### src/rtl/leaf_stream_stage.sv
// Leaf streaming stage: buffers a valid/ready byte stream in a DEPTH-entry
// FIFO and forwards it downstream unchanged. On the input side it also
// accumulates a per-packet checksum and counts completed packets.
//
// Ports:
//   clk, rst               clock and synchronous active-high reset
//   in_valid/in_ready      upstream handshake; in_data/in_last carry the beat
//   out_valid/out_ready    downstream handshake; out_data/out_last show the FIFO head
//   sum_valid, sum_value   one-cycle pulse with the checksum of a completed packet
//   pkt_count              packets accepted since reset (wraps at 16 bits)
//   level                  current FIFO occupancy
//   id_o                   constant instance identifier
module leaf_stream_stage #(
  parameter int unsigned DATA_W  = 8,
  parameter int unsigned DEPTH   = 4,
  parameter int unsigned SUM_W   = 16,
  parameter logic [7:0]  INST_ID = 8'd0
) (
  input  logic                       clk,
  input  logic                       rst,
  input  logic                       in_valid,
  output logic                       in_ready,
  input  logic [DATA_W-1:0]          in_data,
  input  logic                       in_last,
  output logic                       out_valid,
  input  logic                       out_ready,
  output logic [DATA_W-1:0]          out_data,
  output logic                       out_last,
  output logic                       sum_valid,
  output logic [SUM_W-1:0]           sum_value,
  output logic [15:0]                pkt_count,
  output logic [$clog2(DEPTH):0]     level,
  output logic [7:0]                 id_o
);

  localparam int unsigned AW = $clog2(DEPTH);
  localparam int unsigned LW = AW + 1;

  typedef enum logic {
    IDLE,
    IN_PKT
  } state_t;

  // FIFO storage and bookkeeping
  logic [DATA_W-1:0] mem_data_q [DEPTH];
  logic              mem_last_q [DEPTH];
  logic [AW-1:0]     wptr_q, rptr_q;
  logic [LW-1:0]     count_q, count_d;
  logic              rst_q;
  logic              full, empty, push, pop;

  // Checksum FSM state
  state_t            state_q, state_d;
  logic [SUM_W-1:0]  acc_q, acc_d;
  logic [SUM_W-1:0]  sum_next;
  logic              sum_valid_q, sum_valid_d;
  logic [SUM_W-1:0]  sum_value_q, sum_value_d;
  logic [15:0]       pkt_count_q, pkt_count_d;

  assign full  = (count_q == LW'(DEPTH));
  assign empty = (count_q == '0);

  // Ready depends only on registered state, never on out_ready, so a pop
  // while full does not open the input in the same cycle.
  assign in_ready  = !full && !rst_q;
  assign out_valid = !empty;
  assign push      = in_valid && in_ready;
  assign pop       = out_valid && out_ready;

  assign out_data  = mem_data_q[rptr_q];
  assign out_last  = mem_last_q[rptr_q];
  assign level     = count_q;
  assign id_o      = INST_ID;

  assign sum_valid = sum_valid_q;
  assign sum_value = sum_value_q;
  assign pkt_count = pkt_count_q;

  always_comb begin
    count_d = count_q;
    if (push && !pop) begin
      count_d = count_q + LW'(1);
    end else if (pop && !push) begin
      count_d = count_q - LW'(1);
    end
  end

  // Storage needs no reset: entries are only observed while counted valid.
  always_ff @(posedge clk) begin
    if (push) begin
      mem_data_q[wptr_q] <= in_data;
      mem_last_q[wptr_q] <= in_last;
    end
  end

  always_ff @(posedge clk) begin
    if (rst) begin
      rst_q   <= 1'b1;
      wptr_q  <= '0;
      rptr_q  <= '0;
      count_q <= '0;
    end else begin
      rst_q   <= 1'b0;
      count_q <= count_d;
      // DEPTH is a power of two, so natural pointer overflow is the wrap.
      if (push) begin
        wptr_q <= wptr_q + AW'(1);
      end
      if (pop) begin
        rptr_q <= rptr_q + AW'(1);
      end
    end
  end

  // IDLE starts from zero so a first beat loads in_data directly.
  assign sum_next = ((state_q == IN_PKT) ? acc_q : '0) + SUM_W'(in_data);

  always_comb begin
    state_d     = state_q;
    acc_d       = acc_q;
    sum_valid_d = 1'b0;
    sum_value_d = sum_value_q;
    pkt_count_d = pkt_count_q;
    if (push) begin
      if (in_last) begin
        sum_valid_d = 1'b1;
        sum_value_d = sum_next;
        pkt_count_d = pkt_count_q + 16'd1;
        state_d     = IDLE;
      end else begin
        acc_d   = sum_next;
        state_d = IN_PKT;
      end
    end
  end

  always_ff @(posedge clk) begin
    if (rst) begin
      state_q     <= IDLE;
      acc_q       <= '0;
      sum_valid_q <= 1'b0;
      sum_value_q <= '0;
      pkt_count_q <= '0;
    end else begin
      state_q     <= state_d;
      acc_q       <= acc_d;
      sum_valid_q <= sum_valid_d;
      sum_value_q <= sum_value_d;
      pkt_count_q <= pkt_count_d;
    end
  end

endmodule

### config.mk
export PLATFORM = sky130hd
export DESIGN_NAME = leaf_stream_stage
export DESIGN_NICKNAME = d
export VERILOG_FILES = /design/src/rtl/leaf_stream_stage.sv
export SDC_FILE = /design/constraint.sdc
export NUM_CORES = 1
export LEC_CHECK = 0
export CORE_MARGIN = 3
export CORE_UTILIZATION = 46
export CTS_BUF_LIST = sky130_fd_sc_hd__clkbuf_16
export CTS_CLUSTER_SIZE = 28
export DETAILED_ROUTE_END_ITERATION = 12
export GPL_ROUTABILITY_DRIVEN = 0
export MAX_ROUTING_LAYER = met4
export PLACE_DENSITY = 0.75
export SLEW_MARGIN = 5
export SYNTH_ARGS = -nofsm -noshare
export SYNTH_HDL_FRONTEND = slang
export SYNTH_SLANG_ARGS = --single-unit
### constraint.sdc
create_clock -name clk -period 7.94 [get_ports clk]
set_clock_uncertainty 0.05 [all_clocks]
set_input_delay 1.588 -clock clk [delete_from_list [all_inputs] [get_ports clk]]
set_output_delay 1.588 -clock clk [all_outputs]
set_load 0.01 [all_outputs]
# Word-level counts from Yosys, hierarchy flattened

Memory sizes are Yosys's and may differ from the RTL's. A register that Yosys moved wholly into a read port is not among the register bits.
Index checks and enable logic that the tools add are counted.

Logic and storage cells: 47
Memory bits (writable): 36
Memories: 2
Flip-flop bits (word level): 58
Bits of input ports: 13
Output and inout bits: 55

Memories:

| name       | words | width | read ports | clocked after Yosys merged registers in | write ports | line | text |
|---|---|---|---|---|---|---|---|
| mem_data_q | 4     | 8     | 1          | 1                                       | 1           | 45   | `logic [DATA_W-1:0] mem_data_q [DEPTH];` |
| mem_last_q | 4     | 1     | 1          | 1                                       | 1           | 46   | `logic mem_last_q [DEPTH];` |

Bitwise logic cells: 2
Equality and inequality tests: 1
Mux-type cells: 12
Add/subtract/negate cells: 6
Reduce and logical (&&, ||, !) cells: 15

Operator list:

| operator                | number |
|---|---|
| $add A16 B1 Y16 const B | 1 |
| $add A16 B8 Y16         | 1 |
| $mux W16                | 1 |
| $mux W2                 | 4 |
| $mux W3                 | 2 |
| $logic_and A1 B1 Y1     | 5 |
| $logic_not A1 Y1        | 5 |
| $mux W1                 | 5 |
| $add A2 B1 Y2 const B   | 2 |
| $reduce_and A2 Y1       | 2 |
| $add A3 B1 Y3 const B   | 1 |
| $eq A3 B3 Y1 const B    | 1 |
| $logic_not A3 Y1        | 1 |
| $sub A3 B1 Y3 const B   | 1 |
| $not A1 Y1              | 2 |
| $reduce_bool A2 Y1      | 1 |
| $reduce_or A2 Y1        | 1 |

# Longest topological paths before layout

Gate-level depths: netlist of the first run.

Depth after elaboration: 8
Mapped depth: 11
Mapped depth without buffers: 9

# Worst setup path before layout of the first run

No wires, ideal clock.

Path kind: input port to flip-flop
Start: input in_data[0]
End: register sum_value_q[12] (netlist: sum_value[12])
Required time: 7.799 ns
Arrival time: 3.347 ns
Stages on the path: 8
Slack: 4.452 ns
Path buffers: 0
Cells stage by stage: ha_1 -> fa_1 -> a21o_1 -> a221oi_2 -> a21o_1 -> or2_1 -> nand3_1 -> a311oi_1

Longest elaborated chain between the ends: 1

Ends and longest elaborated chain:

| what                   | line | text |
|---|---|---|
| start: declaration     | 23   | `input logic [DATA_W-1:0] in_data,` |
| $add A16 B8 Y16        | 116  | `assign sum_next = ((state_q == IN_PKT) ? acc_q : '0) + SUM_W'(in_data);` |
| end signal: assignment | 148  | `sum_value_q <= sum_value_d;` |
| end: declaration       | 57   | `logic [SUM_W-1:0] sum_value_q, sum_value_d;` |

No other way between the ends.
A chain may end at the register's enable or synchronous reset.

# Worst setup path in the final report of the first run

Start: input in_valid
End: register pkt_count_q[15] (netlist: pkt_count[15])

Longest elaborated chain between the ends: 2

Ends and longest elaborated chain:

| what                        | line | text |
|---|---|---|
| start: declaration          | 21   | `input logic in_valid,` |
| $logic_and A1 B1 Y1         | 67   | `assign push = in_valid && in_ready;` |
| $reduce_and A2 Y1 (no line) | --   |  |
| end signal: assignment      | 149  | `pkt_count_q <= pkt_count_d;` |
| end: declaration            | 58   | `logic [15:0] pkt_count_q, pkt_count_d;` |

No other way between the ends.

==> impl_results.md, run 1 <==
* Post-Syn Area per Cell at 10.4 um2
* Setup total negative slack at 0 ps
* RR Startpoint: state_q
* DR WL/cell at 15.2 um
* Io pins at 68
* CTS Buf Count at 9
* Crit Path Max Fanout at 21
* Worst path cell trace: clkdlybuf4s50_1 -> and2b_1 -> nand3_1 -> nor3_1 -> nand2_1 -> or4_1 -> nand2_1
* Cells after Synth at 427
* GR Util met3 at 0.0422
* Fin. Hold Viols at 0
* Fin crit share at 0.510
* Clock share of power at 0.380
* Outcome: finished clean
* H-tree levels at 3
* Slowest cell on the critical path: nor3_1
* Data arrival, critical path at 4280 ps
* FF+latch count, synth at 96
* P_int at 973 uW
* Initial core utilization at 0.476
* Largest net degree at the start of global routing at 63
* Fin. max-slew vios at 0
* Tot Pwr at 1.29 mW
* Post-layout minimum cycle time at 4050 ps
* R2R setup slack at 4910 ps
* Hold-fix buffers, CTS at 0
* Worst Tran Pin Value at 1090 ps
* CTS clk-pin slew, worst paths at 60 ps
* Power Density at 239 mW/mm2
* Hold path depth at 2
* Met1 usage at 0.232
* Hold Path Class: reg -> reg
* Clk root buf: clkbuf_16
* Comb pwr share at 0.172
* RSZ-0062 raised after global routing: false
* Share of layout cells above drive strength 1 at 0.0689
* Final nets at 503
* Crit path top cell by count: nand2_1
* Worst setup EP type: flip-flop
* Worst-skew pair later-pin latency at 340 ps
* Avg Vias per Cell at 5.41
* Postcts setup bufs at 0
* Total Routing Usage GR at 0.180
* Met2 Resource Use GR at 0.284
* YS warnings at 0
* Switching Fraction at 0.245
* FF-to-FF End: sum_value[12]
* Post-synthesis cell area at 0.00442 mm2
* Synth async-reset ratio at 0
* Most frequently used flop master after synthesis: dfxtp_1
* Final setup vio count at 0
* Die Wd at 104 um
* Fillers at 801
* CP endpoint: pkt_count[15]
* Residual DRC count at 0
* Max_cap viols at 0
* Hold_ws at 401 ps
* Peak supply drop at 0.000126 V
* Max-slew headroom at 0.276
* Antenna viol nets, final at 0
* Area delta synth->final at 22.0%
* GRT overflow at 0
* Static Leak at 1.87 nW
* FP Rows at 35
* TritonRoute pass-1 iters at 4
* Layer with the highest usage: met2
* Distinct cells, synth at 52
* Seq/Total Area, Yosys at 0.516
* Core area at 0.00928 mm2
* Initial antenna violation count at 0
* Number of synthesized flops with an enable pin at 36
* Top achievable clock speed at 247 MHz
* N_diodes at 0
* Crit path largest cell delay at 640 ps
* Required time of the critical path at 8170 ps
* First-pass GRT wire length at 15600 um
* Register share of total power at 0.448
* CP Launch Type: input pin
* WS Path Type: in -> reg
* Die area at 0.0108 mm2
* Port buffer count at 59
* Number of global-route vias before repair at 3142
* CTS tree: built
* Die height at 104 um
* Sw Pwr at 316 uW
* Clock sinks at 96
* Iteration-0 DRC count of the detailed router at 147
* Cell count of the worst reg-to-reg path at 9
* Worst Setup SP: in_valid
* CTS max path bufs at 2
* Routed via count at 3290
* Post-cts sizing count at 0
* HPWL Detailed at 6330 um
* Final WL at 9260 um
## cell families (layout without fill, tap and decap cells)
kind of cell / count (synthesis) / after routing / share of synthesized area
simple gates: 167 / 167 / 0.184
flops: 96 / 96 / 0.516
compound gates: 71 / 71 / 0.105
buf+inv: 38 / 83 / 0.0396
xor+xnor: 22 / 22 / 0.0436
fa+ha+maj: 16 / 16 / 0.0487
mux: 16 / 16 / 0.0622
other cells: 1 / 8 / 0.000848
## worst min-delay path by stage
stage | startpoint | to | slack, ps
2_1_floorplan | acc_q[0] | acc_q[0] | 380
3_3_place_gp | acc_q[0] | acc_q[0] | 390
3_5_place_dp | acc_q[0] | acc_q[0] | 390
4_1_cts | acc_q[0] | acc_q[0] | 400
5_1_grt | acc_q[0] | acc_q[0] | 420
6_report | acc_q[0] | acc_q[0] | 400
## power by group through the flow
stage | clock network (mW) | logic (mW) | registers, mW
finish | 0.490 | 0.221 | 0.578
detailed placement | 0 | 0.224 | 0.589
floorplan | 0 | 0.145 | 0.571
CTS | 0.500 | 0.225 | 0.579
global placement | 0 | 0.217 | 0.589
global route | 0.520 | 0.242 | 0.585
## worst max-delay path, delay by kind of cell
family	cells	cell delay, ps
simple gates	6	2210
buf+inv	1	480
## layer usage
layer	up-vias	wire, um
met3	11	342
met2	71	4460
li1	1605	-
met1	1603	4340
met5	-	0
met4	0	114
## state kept, by name (all words and copies together) (netlist names), named ones only
signal / flops
mem_data_q: 32
sum_valid: 1
wptr_q: 2
rst_q: 1
sum_value: 16
acc_q: 16
pkt_count: 16
mem_last_q: 4
state_q: 1
level: 3
rptr_q: 2
## cell type report
cell class,instances,area [um2],area share
clock buffers,9,225,0.0417
clock inverters,7,118,0.0218
inverters,7,26.3,0.00487
multi-input cells,300,1990,0.369
flip-flops and latches,96,2280,0.423
well taps,129,161,0.0299
repair buffers,60,593,0.110
## stage by stage
step	setup slack [ps]	cells	area (um2)	util
after floorplan	4450	434	4450	-
after global placement	3710	592	5050	0.544
after detailed placement	3520	592	5050	0.544
after CTS	3870	608	5400	0.581
after global routing	3610	608	5400	0.581
final	3890	608	5400	0.581
## cell usage after synthesis, drive strengths merged, types with 3 or more instances
cell / count / area share
mux2i: 5 / 0.011
dfxtp: 60 / 0.27
nor2b: 4 / 0.0057
or4: 4 / 0.0068
nand4: 7 / 0.0099
or3: 8 / 0.011
a21o: 5 / 0.0085
or2: 3 / 0.0042
inv: 7 / 0.0059
and3: 11 / 0.016
a31oi: 3 / 0.0076
xor2: 7 / 0.014
xnor2: 15 / 0.030
o21ai: 14 / 0.016
nand3: 20 / 0.023
o211ai: 3 / 0.0051
nand2: 53 / 0.045
nor3: 6 / 0.0068
clkbuf: 15 / 0.013
and2: 11 / 0.016
mux4: 9 / 0.046
buf: 16 / 0.021
ha: 14 / 0.040
nor2: 32 / 0.027
a21oi: 31 / 0.035
edfxtp: 36 / 0.24
## cell usage in the layout (no fill, tap or decap), types with 2 or more instances in the layout
| master | count |
|---|---|
| o21ai_0 | 13 |
| ha_1 | 14 |
| nor3_1 | 6 |
| clkinvlp_4 | 2 |
| clkbuf_16 | 9 |
| edfxtp_1 | 36 |
| dfxtp_1 | 60 |
| o21a_1 | 2 |
| a31oi_1 | 2 |
| clkdlybuf4s50_1 | 58 |
| mux4_2 | 9 |
| fa_1 | 2 |
| xor2_1 | 7 |
| inv_1 | 7 |
| a21oi_1 | 31 |
| nor2b_1 | 4 |
| and3_1 | 11 |
| a21o_1 | 5 |
| mux2i_1 | 5 |
| and2_1 | 11 |
| nor4_1 | 2 |
| or2_2 | 2 |
| nand2_1 | 53 |
| mux2_2 | 2 |
| a211oi_1 | 2 |
| nor2_1 | 32 |
| or3_1 | 8 |
| a311o_1 | 2 |
| conb_1 | 8 |
| o311ai_0 | 2 |
| xnor2_1 | 15 |
| nand4_1 | 7 |
| bufinv_16 | 3 |
| or4_1 | 4 |
| nand3_1 | 20 |
| o211ai_1 | 3 |
Power figures use the tool's default switching activity.
==> run 2, diff against run 1 <==
--- a/config.mk
+++ b/config.mk
@@ -12,7 +12,7 @@
 export DETAILED_ROUTE_END_ITERATION = 12
 export GPL_ROUTABILITY_DRIVEN = 0
 export MAX_ROUTING_LAYER = met4
-export PLACE_DENSITY = 0.75
+export PLACE_DENSITY = 0.78
 export SLEW_MARGIN = 5
 export SYNTH_ARGS = -nofsm -noshare
 export SYNTH_HDL_FRONTEND = slang
==> constraint.sdc (replaced) <==
create_clock -name clk -period 3.7 [get_ports clk]
set_clock_uncertainty 0.05 [all_clocks]
set_input_delay 0.74 -clock clk [delete_from_list [all_inputs] [get_ports clk]]
set_output_delay 0.74 -clock clk [all_outputs]
set_load 0.01 [all_outputs]
==> impl_results.md, run 2 (synthesis gave the netlist of run 1 again) <==
* Cell count of the worst reg-to-reg path at 9 (unchanged)
* GRT overflow at 0 (unchanged)
* Static Leak at 1.87 nW (about the same)
* Slowest cell on the critical path: clkdlybuf4s50_1
* Port buffer count at 59 (unchanged)
* Number of global-route vias before repair at 3300 (+5.0%)
* Initial antenna violation count at 0 (unchanged)
* Comb pwr share at 0.189 (+0.017)
* Tot Pwr at 2.59 mW (+100%)
* Routed via count at 3276 (-0.43%)
* Setup total negative slack at 0 ps (unchanged)
* Total Routing Usage GR at 0.183 (+0.00372)
* Worst Tran Pin Value at 754 ps (-332 ps)
* Sw Pwr at 699 uW (+120%)
* R2R setup slack at 1020 ps (-3890 ps)
* Fin. max-slew vios at 0 (unchanged)
* Outcome: finished clean
* CTS tree: built
* CTS Buf Count at 9 (unchanged)
* Antenna viol nets, final at 0 (unchanged)
* Post-cts sizing count at 0 (unchanged)
* Commonest non-fill, non-tap cells in the layout: dfxtp_1 (60), clkdlybuf4s50_1 (58), nand2_1 (53)
* N_diodes at 0 (unchanged)
* TritonRoute pass-1 iters at 4 (unchanged)
* Hold Path Class: reg -> reg
* Initial core utilization at 0.476 (unchanged)
* Switching Fraction at 0.270 (+0.0246)
* Register share of total power at 0.476 (+0.028)
* Worst Path Buf+Inv at 1 (unchanged)
* Hold-fix buffers, CTS at 0 (unchanged)
* Io pins at 68 (unchanged)
* Clk root buf: clkbuf_16
* Clock share of power at 0.336 (-0.044)
* Crit path largest cell delay at 490 ps (-150 ps)
* Commonest non-fill, non-tap cell in the layout: dfxtp_1
* Data arrival, critical path at 3260 ps (-1020 ps)
* Avg Vias per Cell at 5.34 (-1.2%)
* Largest Register: mem_data_q
* P_int at 1.90 mW (+95%)
* Max-slew headroom at 0.497 (+0.221)
* H-tree levels at 3 (unchanged)
* FP Rows at 35 (unchanged)
* Fin. Hold Viols at 0 (unchanged)
* Max FFs per register at 32 (unchanged)
* CTS max path bufs at 2 (unchanged)
* Crit path depth at 9 (+2)
* Crit Path Max Fanout at 5 (-76%)
* Die area at 0.0108 mm2 (unchanged)
* Final setup vio count at 0 (unchanged)
* Hold path depth at 2 (unchanged)
* Postcts setup bufs at 0 (unchanged)
* Largest net degree at the start of global routing at 43 (-32%)
* Core area at 0.00928 mm2 (unchanged)
* Required time of the critical path at 3880 ps (-4290 ps)
* CTS clk-pin slew, worst paths at 60 ps (about the same)
* Worst path cell trace: clkdlybuf4s50_1 -> ha_1 -> fa_1 -> a21o_1 -> a221oi_2 -> a21o_1 -> or2_1 -> nand3_1 -> a311oi_1
* First-pass GRT wire length at 15900 um (+1.7%)
* Iteration-0 DRC count of the detailed router at 111 (-24%)
* CP Launch Type: input pin
* Fin crit share at 0.832
* Worst-skew pair later-pin latency at 340 ps (about the same)
* RSZ-0062 raised after global routing: false
* CP delay by family, top: compound AO/OA/AOI/OAI gates
* Crit path top cell by count: a21o_1
* Die height at 104 um (unchanged)
* Peak supply drop at 0.000251 V (+99%)
* Share of layout cells above drive strength 1 at 0.0785 (+0.00962)
* HPWL Detailed at 6380 um (+0.84%)
* Die Wd at 104 um (unchanged)
* Top achievable clock speed at 325 MHz
* Post-layout minimum cycle time at 3080 ps
* Residual DRC count at 0 (unchanged)
* Worst setup EP type: flip-flop
* Final WL at 9120 um (-1.5%)
* Max_cap viols at 0 (unchanged)
* Area delta synth->final at 21.4%
* Clock sinks at 96 (unchanged)
* DR WL/cell at 14.9 um (-2.3%)
* Power Density at 483 mW/mm2 (+100%)
* WS Path Type: in -> reg
* Final nets at 508 (+0.99%)
-- run 2: cell types whose count changed in the layout (fill, tap and decap cells not counted) --
cell | before | now
clkinv_4 | 0 | 1
bufinv_16 | 3 | 0
inv_6 | 1 | 3
clkinv_1 | 1 | 0
inv_1 | 7 | 8
buf_4 | 1 | 6
-- run 2: power by group through the flow --
stage	logic (mW)	clock network [mW]	registers, mW
finish	0.489	0.871	1.23
global route	0.534	0.941	1.25
CTS	0.493	0.896	1.24
detailed placement	0.491	0	1.26
global placement	0.480	0	1.26
floorplan	0.311	0	1.23
-- run 2: final cells by class --
type | count | area, um2
Sequential cell | 96 | 2280
Timing Repair Buffer | 65 | 631
Inverter | 7 | 26.3
Multi-Input combinational cell | 300 | 1990
Tap cell | 129 | 161
Fill cell | 815 | 3910
Clock buffer | 9 | 225
Clock inverter | 7 | 53.8
-- run 2: routing by layer --
metal  vias up  wire [um]  GRT usage
li1       1609          -          -
met1      1574       4190      0.229
met2        80       4490      0.295
met3        13        362     0.0515
met4         0         88     0.0475
met5         -          0          -
-- run 2: tightest hold or removal path: cells and delay by family (launching register included) --
| family | cells | cell delay [ps] |
|---|---|---|
| flip-flops | 1 | 310 |
| AO/OA/AOI/OAI | 1 | 50 |
| AND/OR/NAND/NOR | 1 | 50 |
-- run 2: path summary, 6_finish.rpt --
| check | startpoint | endpoint |
|---|---|---|
| hold reg to reg | sum_value[10] | sum_value[10] |
| setup / recovery | in_data[0] | sum_value[12] |
| hold / removal | sum_value[10] | sum_value[10] |
| setup reg to reg | state_q | sum_value[12] |
-- run 2: through the flow --
| step | area (um2) | setup slack (ps) | util | hold slack (ps) | cells |
|---|---|---|---|---|---|
| after floorplan | 4450 | 965 | - | 382 | 434 |
| after global placement | 5090 | 422 | 0.549 | 390 | 597 |
| after detailed placement | 5090 | 304 | 0.549 | 400 | 597 |
| after CTS | 5370 | 602 | 0.579 | 409 | 613 |
| after global routing | 5370 | 421 | 0.579 | 438 | 613 |
| final | 5370 | 620 | 0.579 | 405 | 613 |
==> run 3, diff against run 2 <==
--- a/config.mk
+++ b/config.mk
@@ -12,7 +12,7 @@
 export DETAILED_ROUTE_END_ITERATION = 12
 export GPL_ROUTABILITY_DRIVEN = 0
 export MAX_ROUTING_LAYER = met4
-export PLACE_DENSITY = 0.78
+export PLACE_DENSITY = 0.75
 export SLEW_MARGIN = 5
 export SYNTH_ARGS = -nofsm -noshare
 export SYNTH_HDL_FRONTEND = slang
==> constraint.sdc (replaced) <==
create_clock -name clk -period 3 [get_ports clk]
set_clock_uncertainty 0.05 [all_clocks]
set_input_delay 0.6 -clock clk [delete_from_list [all_inputs] [get_ports clk]]
set_output_delay 0.6 -clock clk [all_outputs]
set_load 0.01 [all_outputs]
==> impl_results.md, run 3 (synthesis gave the netlist of run 1 again) <==
* Outcome: finished clean
* Cell Area, Placed at 0.00516 mm2 (+1.3%)
* Clock share of power at 0.350 (+0.014)
* Fin. Hold Viols at 0 (unchanged)
* Avg Vias per Cell at 5.33 (-0.24%)
* Largest net degree at the start of global routing at 35 (-19%)
* Total Routing Usage GR at 0.185 (+0.00164)
* RSZ-0062 raised after global routing: false
* First-pass GRT wire length at 15900 um (about the same)
* FP Rows at 35 (unchanged)
* Max_cap viols at 0 (unchanged)
* Required time of the critical path at 3200 ps (-680 ps)
* Area delta synth->final at 23.5%
* Final nets at 517 (+1.8%)
* Routed via count at 3316 (+1.2%)
* Fin. max-slew vios at 0 (unchanged)
* WS Path Type: in -> reg
* DR WL/cell at 15.1 um (+1.4%)
* CTS clk-pin slew, worst paths at 60 ps (about the same)
* Worst path cell trace: clkdlybuf4s50_1 -> ha_1 -> fa_1 -> a21o_1 -> a221oi_2 -> a21o_1 -> or2_1 -> nand3_1 -> a311oi_1
* Initial core utilization at 0.476 (unchanged)
* Power Density at 601 mW/mm2 (+24%)
* Final worst slack at 148 ps (-472 ps)
* Worst Path Buf+Inv at 1 (unchanged)
* CP Launch Type: input pin
* GR Util met3 at 0.0397 (-0.0118)
* Die Wd at 104 um (unchanged)
* Antenna viol nets, final at 0 (unchanged)
* Tot Pwr at 3.28 mW (+26%)
* Max FFs per register at 32 (unchanged)
* CP delay by family, top: compound AO/OA/AOI/OAI gates
* Final setup vio count at 0 (unchanged)
* Worst Tran Pin Value at 609 ps (-146 ps)
* N_diodes at 0 (unchanged)
* Peak supply drop at 0.000366 V (+46%)
* Residual DRC count at 0 (unchanged)
* Io pins at 68 (unchanged)
* Data arrival, critical path at 3050 ps (-210 ps)
* Iteration-0 DRC count of the detailed router at 154 (+39%)
* Post-layout minimum cycle time at 2850 ps
* Hold_ws at 399 ps (-5.25 ps)
* CTS tree: built
* Initial antenna violation count at 0 (unchanged)
* Comb pwr share at 0.186 (-0.003)
* Met1 usage at 0.228 (-0.00141)
* Fin area at 0.00546 mm2 (+1.7%)
* Hold Path Class: reg -> reg
* P_int at 2.43 mW (+28%)
* Met2 Resource Use GR at 0.303 (+0.00743)
* Share of layout cells above drive strength 1 at 0.0953 (+0.0168)
* Postcts setup bufs at 0 (unchanged)
* Clock sinks at 96 (unchanged)
* Commonest non-fill, non-tap cells in the layout: dfxtp_1 (60), clkdlybuf4s50_1 (58), nand2_1 (53)
* Top achievable clock speed at 351 MHz
* Crit Path Max Fanout at 5 (unchanged)
* Crit path top cell by count: a21o_1
* Number of global-route vias before repair at 3233 (-2.0%)
* Hold-fix buffers, CTS at 0 (unchanged)
* Core area at 0.00928 mm2 (unchanged)
* HPWL Detailed at 6700 um (+5.1%)
* CTS Buf Count at 9 (unchanged)
* Register share of total power at 0.464 (-0.012)
* DP Worst Slack at -175 ps (-479 ps)
* Clk root buf: clkbuf_16
* TritonRoute pass-1 iters at 4 (unchanged)
* Crit path largest cell delay at 490 ps (about the same)
* Commonest non-fill, non-tap cell in the layout: dfxtp_1
* Largest Register: mem_data_q
* Slowest cell on the critical path: clkdlybuf4s50_1
* CTS max path bufs at 2 (unchanged)
* Worst setup EP type: flip-flop
* Final WL at 9390 um (+2.9%)
* GRT overflow at 0 (unchanged)
* Layer with the highest usage: met2
* Die height at 104 um (unchanged)
* Switching Fraction at 0.261 (-0.00861)
* Worst-skew pair later-pin latency at 340 ps (about the same)
* Post-cts sizing count at 0 (unchanged)
* H-tree levels at 3 (unchanged)
* Sw Pwr at 856 uW (+22%)
* Port buffer count at 59 (unchanged)
* Max-slew headroom at 0.594 (+0.0967)
* Fin crit share at 0.951
* Die area at 0.0108 mm2 (unchanged)
* Static Leak at 1.92 nW (+2.8%)
* Fillers at 801 (-1.7%)
[run 3: power groups by stage]
stage / clock [mW] / sequential, mW / combinational, mW
after floorplan: 0 / 1.51 / 0.383
after global placement: 0 / 1.55 / 0.599
after detailed placement: 0 / 1.55 / 0.613
after CTS: 1.18 / 1.53 / 0.617
after global routing: 1.23 / 1.54 / 0.668
final: 1.15 / 1.52 / 0.611
[run 3: per-stage QoR]
step | utilization | setup TNS (ps) | std cells
finish | 0.588 | 0 | 622
detailed placement | 0.556 | -582 | 606
global placement | 0.556 | -120 | 606
floorplan | - | 0 | 434
CTS | 0.588 | 0 | 622
global route | 0.588 | 0 | 622
[run 3: area by class of cell]
cell class / count / area [um2] / share of cell area
Sequential cell: 96 / 2280 / 0.418
Multi-Input combinational cell: 300 / 1990 / 0.365
Timing Repair Buffer: 74 / 698 / 0.128
Clock buffer: 9 / 225 / 0.0412
Tap cell: 129 / 161 / 0.0295
Clock inverter: 7 / 77.6 / 0.0142
Inverter: 7 / 26.3 / 0.00481
[run 3: path summary, 6_finish.rpt]
path / startpoint / end / slack (ps) / depth (start not counted)
setup / recovery: in_data[0] / sum_value[12] / 150 / 9
hold / removal: acc_q[3] / acc_q[3] / 400 / 2
hold reg to reg: acc_q[3] / acc_q[3] / 400 / 2
setup reg to reg: state_q / sum_value[12] / 390 / 9
[run 3: layer usage]
metal,vias up,routed length [um]
li1,1636,-
met4,0,129
met5,-,0
met2,75,4720
met1,1595,4150
met3,10,389
[run 3: worst register-to-register path, cell delays in order, from the launching register on]
cell      delay [ps]
dfxtp_1          370
and2_1           190
ha_1             210
fa_1             390
a21o_1           220
a221oi_2         330
a21o_1           240
or2_1            160
nand3_1          100
a311oi_1         250
